File: config.mk
export PLATFORM = sky130hd
export DESIGN_NAME = load_store_unit
export DESIGN_NICKNAME = d
export VERILOG_FILES = /design/src/rtl/load_store_unit.sv
export SDC_FILE = /design/constraint.sdc
export NUM_CORES = 1
export LEC_CHECK = 0
export CAP_MARGIN = 20
export CORE_ASPECT_RATIO = 1.75
export CORE_MARGIN = 2
export CORE_UTILIZATION = 25
export DETAILED_ROUTE_END_ITERATION = 10
export PLACE_DENSITY = 0.5
export SLEW_MARGIN = 10
export SYNTH_ARGS = -nofsm -noshare
export SYNTH_HDL_FRONTEND = slang
export SYNTH_SLANG_ARGS = --single-unit
File: constraint.sdc
create_clock -name clk -period 2.5 [get_ports clk]
set_clock_uncertainty 0.05 [all_clocks]
set_input_delay 0.5 -clock clk [delete_from_list [all_inputs] [get_ports clk]]
set_output_delay 0.5 -clock clk [all_outputs]
set_load 0.01 [all_outputs]
File: src/rtl/load_store_unit.sv
// ============================================================================
// load_store_unit: MEM-stage byte/half/word load-store sequencer in front of a
// word-indexed data memory with a 1-cycle registered read.
// Revision: 1.0
// ============================================================================
`default_nettype none

module load_store_unit #(
  parameter int DEPTH_WORDS = 11,
  parameter int MSB         = 31
) (
  input  logic         clk,
  input  logic         reset,
  input  logic         req_valid,
  input  logic         req_rd,
  input  logic         req_wr,
  input  logic [1:0]   req_size,
  input  logic         req_unsigned,
  input  logic [MSB:0] req_addr,
  input  logic [MSB:0] req_wdata,
  output logic         stall,
  output logic         load_valid,
  output logic [MSB:0] load_data,
  output logic         err,
  output logic [1:0]   err_code,
  output logic         mem_rd,
  output logic         mem_wr,
  output logic [MSB:0] mem_addr,
  output logic [MSB:0] mem_wr_data,
  input  logic [MSB:0] mem_rd_data
);

  localparam int W = MSB + 1;
  localparam logic [1:0] SZ_BYTE = 2'b00;
  localparam logic [1:0] SZ_HALF = 2'b01;
  localparam logic [1:0] SZ_WORD = 2'b10;
  localparam logic [1:0] SZ_ILL  = 2'b11;

  typedef enum logic [1:0] {IDLE = 2'd0, LD_WAIT = 2'd1, RMW_WAIT = 2'd2} state_t;

  state_t       state;
  logic [1:0]   lat_lane;
  logic [1:0]   lat_size;
  logic         lat_uns;
  logic [MSB:0] lat_idx;
  logic [15:0]  lat_wdata;
  logic [MSB:0] load_hold;

  logic         w_req, w_illegal, w_misal, w_oor, w_bad;
  logic         w_acc_ld, w_acc_rmw;
  logic [MSB:0] w_req_idx;
  logic [7:0]   w_byte;
  logic [15:0]  w_half;
  logic [MSB:0] w_ext;
  logic [MSB:0] w_merged;

  assign w_req     = (state == IDLE) && req_valid && (req_rd || req_wr);
  assign w_req_idx = {2'b00, req_addr[MSB:2]};
  assign w_illegal = (req_rd && req_wr) || (req_size == SZ_ILL);
  assign w_misal   = ((req_size == SZ_HALF) && req_addr[0]) ||
                     ((req_size == SZ_WORD) && (req_addr[1:0] != 2'b00));
  assign w_oor     = w_req_idx >= W'(DEPTH_WORDS);
  assign w_bad     = w_illegal || w_misal || w_oor;
  assign w_acc_ld  = w_req && !w_bad && req_rd;
  assign w_acc_rmw = w_req && !w_bad && req_wr && (req_size != SZ_WORD);

  // Lane extraction and sub-word merge both work on the word returned for the latched request
  assign w_byte = mem_rd_data[8*lat_lane +: 8];
  assign w_half = mem_rd_data[16*lat_lane[1] +: 16];

  always_comb begin
    w_ext = mem_rd_data;
    if (lat_size == SZ_BYTE)
      w_ext = {{(W-8){!lat_uns && w_byte[7]}}, w_byte};
    else if (lat_size == SZ_HALF)
      w_ext = {{(W-16){!lat_uns && w_half[15]}}, w_half};
  end

  always_comb begin
    w_merged = mem_rd_data;
    if (lat_size == SZ_BYTE)
      w_merged[8*lat_lane +: 8] = lat_wdata[7:0];
    else
      w_merged[16*lat_lane[1] +: 16] = lat_wdata;
  end

  always_ff @(posedge clk or negedge reset) begin
    if (!reset) begin
      state     <= IDLE;
      lat_lane  <= '0;
      lat_size  <= '0;
      lat_uns   <= 1'b0;
      lat_idx   <= '0;
      lat_wdata <= '0;
      load_hold <= '0;
    end else begin
      case (state)
        IDLE: begin
          if (w_acc_ld || w_acc_rmw) begin
            lat_lane  <= req_addr[1:0];
            lat_size  <= req_size;
            lat_uns   <= req_unsigned;
            lat_idx   <= w_req_idx;
            lat_wdata <= req_wdata[15:0];
            state     <= w_acc_ld ? LD_WAIT : RMW_WAIT;
          end
        end
        LD_WAIT: begin
          load_hold <= w_ext;
          state     <= IDLE;
        end
        RMW_WAIT: state <= IDLE;
        default:  state <= IDLE;
      endcase
    end
  end

  always_comb begin
    stall       = 1'b0;
    load_valid  = 1'b0;
    err         = 1'b0;
    err_code    = 2'b00;
    mem_rd      = 1'b0;
    mem_wr      = 1'b0;
    mem_addr    = lat_idx;
    mem_wr_data = '0;
    case (state)
      IDLE: begin
        mem_addr = w_req_idx;
        if (w_req) begin
          if (w_bad) begin
            err      = 1'b1;
            err_code = w_illegal ? 2'b11 : (w_misal ? 2'b01 : 2'b10);
          end else if (req_rd || (req_size != SZ_WORD)) begin
            mem_rd = 1'b1;
            stall  = 1'b1;
          end else begin
            mem_wr      = 1'b1;
            mem_wr_data = req_wdata;
          end
        end
      end
      LD_WAIT:  load_valid = 1'b1;
      RMW_WAIT: begin
        mem_wr      = 1'b1;
        mem_wr_data = w_merged;
      end
      default: ;
    endcase
  end

  assign load_data = load_valid ? w_ext : load_hold;

endmodule

`default_nettype wire

* After elaboration in Yosys (flattened, before gate mapping)
Cells that the tools add are included.
** Word-level totals
- Word-level logic and storage cells :: 79
- Bits in latches :: 0
- Flip-flop bits (word level) :: 85
- Input port bits :: 104
- Memory bits (writable) :: 0
- ROM bits :: 0
- Memories kept :: 0
** Cells by class
- Bitwise gates (word level) :: 0
- Div/mod/pow operators :: 0
- Equal/unequal tests :: 8
- Muxes and demuxes :: 31
- Reductions and logical operators :: 24
- Add/sub/neg operators :: 2
- Shift operators :: 6
- Multiply operators :: 0
- Order comparisons :: 1
** Operator list (count)
- 32-bit two-way mux :: 7
- 5-bit negation with 34-bit output :: 2
- 32-bit bitwise mux :: 2
- 32-bit case mux with 2 select lines :: 1
- 16-bit by 34-bit variable shift with 32-bit output, first input constant :: 1
- 8-bit by 34-bit variable shift with 32-bit output, first input constant :: 1
- 16-bit by 34-bit variable part select with 32-bit output :: 1
- 8-bit by 34-bit variable part select with 32-bit output :: 1
- 32-bit by 6-bit variable part select with 16-bit output :: 1
- 32-bit by 6-bit variable part select with 8-bit output :: 1
- 30-bit by 4-bit >= comparator with 1-bit output, second input constant :: 1
- 30-bit two-way mux :: 1
- 2-bit two-way mux :: 8
- 1-bit logical AND :: 11
- 1-bit two-way mux :: 11
- 1-bit logical OR :: 7
- 2-bit by 1-bit == test with 1-bit output, second input constant :: 3
- 2-bit == test, second input constant :: 3
- 2-bit zero test :: 2
- 1-bit zero test :: 2
- 2-bit by 1-bit != test with 1-bit output, second input constant :: 1
- 2-bit != test, second input constant :: 1
- 1-bit case mux with 2 select lines :: 1
- 2-bit AND reduction :: 1
- 2-bit nonzero test :: 1

* Longest topological paths before layout
- Depth after elaboration :: 12
- Depth in mapped cells :: 8
- Gate-level depth less buffers :: 6

* Least setup slack after synthesis
No wires, ideal clock.
- Path type :: register to output
- Start :: register lat_lane[0]
- End :: output port mem_wr_data[25]
- Path slack :: -0.132 ns
- Data arrival time :: 2.082 ns
- Stages on the path, launching flop included :: 9
- Data required time :: 1.950 ns
- Cell sequence :: dfrtp_1 > buf_2 > inv_1 > ha_1 > nor4b_1 > and3b_1 > clkbuf_1 > a222oi_1 > o22ai_1
** On the way
- Longest elaborated chain between the ends :: 5
** RTL lines
- from (decl) :: RTL line 42 : logic [1:0] lat_lane;
- from (signal assigned) :: RTL line 100 : lat_lane <= req_addr[1:0];
- 5-bit negation with 34-bit output (*) :: RTL line 82 : w_merged[8*lat_lane +: 8] = lat_wdata[7:0];
- 8-bit by 34-bit variable part select with 32-bit output / 8-bit by 34-bit variable shift with 32-bit output (equally long branches) :: RTL line 82
- 32-bit bitwise mux (*) :: RTL line 82
- 32-bit two-way mux (*) :: RTL line 81 : if (lat_size == SZ_BYTE)
- 32-bit case mux with 2 select lines (*) :: RTL line 127 : case (state)
- to (decl) :: RTL line 29 : output logic [MSB:0] mem_wr_data,
Mark *: on every way between the ends. The rest lies on a longest branch, timed or not.

* Worst setup path after layout
- Start :: register lat_lane[0]
- End :: output port mem_wr_data[28]
The elaborated chain is that of the path after synthesis.

==> results.yml <==
place:
  place_area_mm2: 0.00817
  port_buffers: 204
  place_hpwl_mm: 16.8
  gp_congestion: 0.827
  post-place-cells: 1009
worst_setup_path:
  crit_path_start: "lat_lane[0]"
  cp.arrival_ns: 2.27
  r2r-end: "lat_idx[1]"
  critPathMaxFanout: 7
  reg2reg_from: "state[0]"
  cp.required_ns: 1.95
  r2r_slack_ns: 0.41
  start_kind: "flop"
  setup.worst_path.end: "mem_wr_data[28]"
  critPathKind: "flop to output port"
  end_kind: "output port"
  reg2reg_depth: 7
sta:
  max_freq_mhz: 354
  whs_ns: 0.0939
  rsz0062_at_grt: "true"
  fin_crit_ns: 2.82
  hold_viol_final: 0
  timing.final.ws_setup_ns: -0.321
  setup_violations: 73
  slew_violations: 0
  finalCritPeriodShare_pct: 113
  relSlewSlack_pct: 55.2
  tightest_slew_ns: 0.672
cts:
  clockBufferDepth: 2
  htreeDepth: 3
  cts_root_buf: "clkbuf_16"
  clk_pin_slew_ns: 0.07
  postCtsHoldBufs: 0
  clk_latency_ns: 0.34
  cts_sinks: 85
  cts_buffers: 9
  tritoncts: "yes"
detailed_routing:
  drc: 0
  wl_mm: 23.4
  drtIter0Drc: 370
  dr.pass1.iters: 7
  avgRoutedWirePerCell_um: 22.1
  viasPerCell: 5.02
  vias: 5323
  antenna_left: 0
yosys:
  synth-edff-count: 0
  ys_warn_count: 0
  syn_inst: 478
  syn_area_mm2: 0.00508
  ys_ff_latch: 85
  yosysSeqAreaShare_pct: 41.9
  synth_compound_gate_area_share_pct: 18.0
  synthMuxAreaShare_pct: 20.6
  synth-adder-area-share_pct: 1.23
  async_reset_ff_share_pct: 100
  synth_ff_type: "dfrtp_1"
  synth_xor_area_share_pct: 0
  syn_avg_cell_area_um2: 10.6
  synthDistinctLibCells: 53
  synth_top_family_by_area: "multiplexers"
  synthSimpleGateAreaFrac_pct: 11.4
final_layout:
  instances_no_fill: 1060
  layout-drive-gt1-share_pct: 55.1
  nFillCells: 1919
  area_delta_synth_final_pct: 89.1
  nets: 915
  fin_area_mm2: 0.00960
global_route:
  grt_pass1_wl_mm: 32.3
  antenna_found_initial: 3
  grt_max_degree: 52
  gr-total-overflow: 0
  grt_usage_pct: 19.8
  grt_pass1_vias: 5463
status:
  outcome: "finished with violations"
  violations: "negative setup slack"
floorplan:
  die_h_um: 193
  die_w_um: 112
  start_util_pct: 25.2
  coreArea_mm2: 0.0201
  die_area_mm2: 0.0215
  num_io_pins: 207
  num_rows: 69
power:
  power_w: 0.00352
  pwr_density_cell_mw_per_mm2: 366
  peakVddDrop_mv: 0.260
  leakage_nw: 4.87
run:
  maxCapViolations: 0
worst_hold_path:
  hp-class: "input port to async pin"
==> kinds of logic after synthesis <==
family	count (synthesis)
mux	79
buf+inv	75
simple gates	105
fa+ha+maj	5
other cells	1
compound gates	128
flops	85
==> cells in the final DEF (no fill, tap or decap), types with 23 or more instances in the layout <==
cell             instances
mux2_4                  52
buf_6                   67
nor2_1                  24
inv_1                   35
clkdlybuf4s50_1         60
buf_4                  111
and2_1                  27
dfrtp_1                 81
dlymetal6s2s_1          23
buf_2                   48
==> Yosys cell counts, types with 2 or more instances <==
| cell | n | area [µm²] |
|---|---|---|
| o21ai_1 | 6 | 30.0 |
| nor2_1 | 30 | 113 |
| a21o_1 | 8 | 60.1 |
| nand2_1 | 18 | 67.6 |
| mux2i_1 | 16 | 160 |
| a21oi_1 | 21 | 105 |
| buf_1 | 5 | 18.8 |
| o21ai_0 | 10 | 50.1 |
| buf_2 | 11 | 55.1 |
| inv_1 | 37 | 139 |
| a22oi_1 | 16 | 120 |
| nand4_1 | 2 | 12.5 |
| a211oi_1 | 9 | 67.6 |
| a222oi_1 | 16 | 160 |
| mux2_2 | 32 | 360 |
| mux4_2 | 8 | 180 |
| and2_1 | 27 | 169 |
| ha_1 | 5 | 62.6 |
| mux2_4 | 23 | 345 |
| nor3_1 | 5 | 25.0 |
| o22ai_1 | 24 | 150 |
| nor4b_1 | 2 | 17.5 |
| o21a_1 | 8 | 60.1 |
| clkbuf_1 | 12 | 45.0 |
| and4_1 | 2 | 17.5 |
| nor4_1 | 6 | 37.5 |
| buf_4 | 5 | 37.5 |
| nand2b_1 | 2 | 12.5 |
| buf_6 | 4 | 45.0 |
| dfrtp_1 | 85 | 2130 |
==> registers in the layout, summed over array words and instances (netlist names) <==
name       cells
load_hold     32
lat_idx       30
lat_wdata     16
lat_lane       2
lat_size       2
state          2
lat_uns        1
==> final cells by class <==
| type | count | area [µm²] | area share [%] |
|---|---|---|---|
| timing repair buffer | 353 | 3290 | 34.3 |
| multi-input combinational | 319 | 3400 | 35.4 |
| inverter | 38 | 145 | 1.51 |
| clock inverter | 6 | 93.8 | 0.977 |
| sequential | 85 | 2130 | 22.2 |
| antenna | 1 | 2.50 | 0.0261 |
| tap | 248 | 310 | 3.23 |
| clock buffer | 10 | 229 | 2.38 |
==> power by group <==
part / internal [W] / total (W) / switching [W]
clock: 0.000885 / 0.00147 / 0.000588
combinational: 0.000362 / 0.000641 / 0.000278
sequential: 0.00139 / 0.00140 / 0.00000640
==> worst min-delay path by stage <==
| stage | slack (ns) | cells after the start | to | start |
|---|---|---|---|---|
| 2_1_floorplan | 0.15 | 0 | lat_idx[0] | reset |
| 3_3_place_gp | 0.42 | 1 | lat_idx[9] | lat_idx[9] |
| 3_5_place_dp | 0.41 | 1 | load_hold[7] | load_hold[7] |
| 4_1_cts | 0.11 | 1 | lat_idx[21] | reset |
| 5_1_grt | 0.13 | 1 | lat_idx[21] | reset |
| 6_report | 0.09 | 1 | lat_idx[21] | reset |
==> critical path: stages (launching register included) <==
cell and delay [ns]:
dfrtp_1 0.39, inv_2 0.06, buf_6 0.12, ha_4 0.27, and3b_2 0.28, buf_6 0.14
a222oi_1 0.40, o22ai_2 0.11, buf_2 0.16
==> repair_timing <==
action / CTS / global route
setup buffers: 10 / 28
pin swaps: 21 / 55
resized for setup: 457 / 268
gates cloned: 4 / 4
setup endpoints to repair: 152 / 102
==> per-layer routing <==
layer  up-vias  part of all wire [%]  track usage [%]
li1       2414                     -                -
met1      2642                    37             22.1
met2       221                    55             37.9
met3        42                   5.2             3.42
met4         4                   3.1             6.22
met5         -                  0.13                0
==> stage by stage <==
stage | utilization (%) | worst slack, ns | TNS (ns)
3_5_place_dp | 40.6 | -1.12 | -86.73
6_report | 47.7 | -0.321 | -13.99
5_1_grt | 47.7 | -0.381 | -19.46
2_1_floorplan | - | 0.0411 | 0
4_1_cts | 43.3 | -0.361 | -21.82
3_3_place_gp | 40.6 | -1.05 | -80.98
No activity file was read; power rests on OpenSTA's default activity.
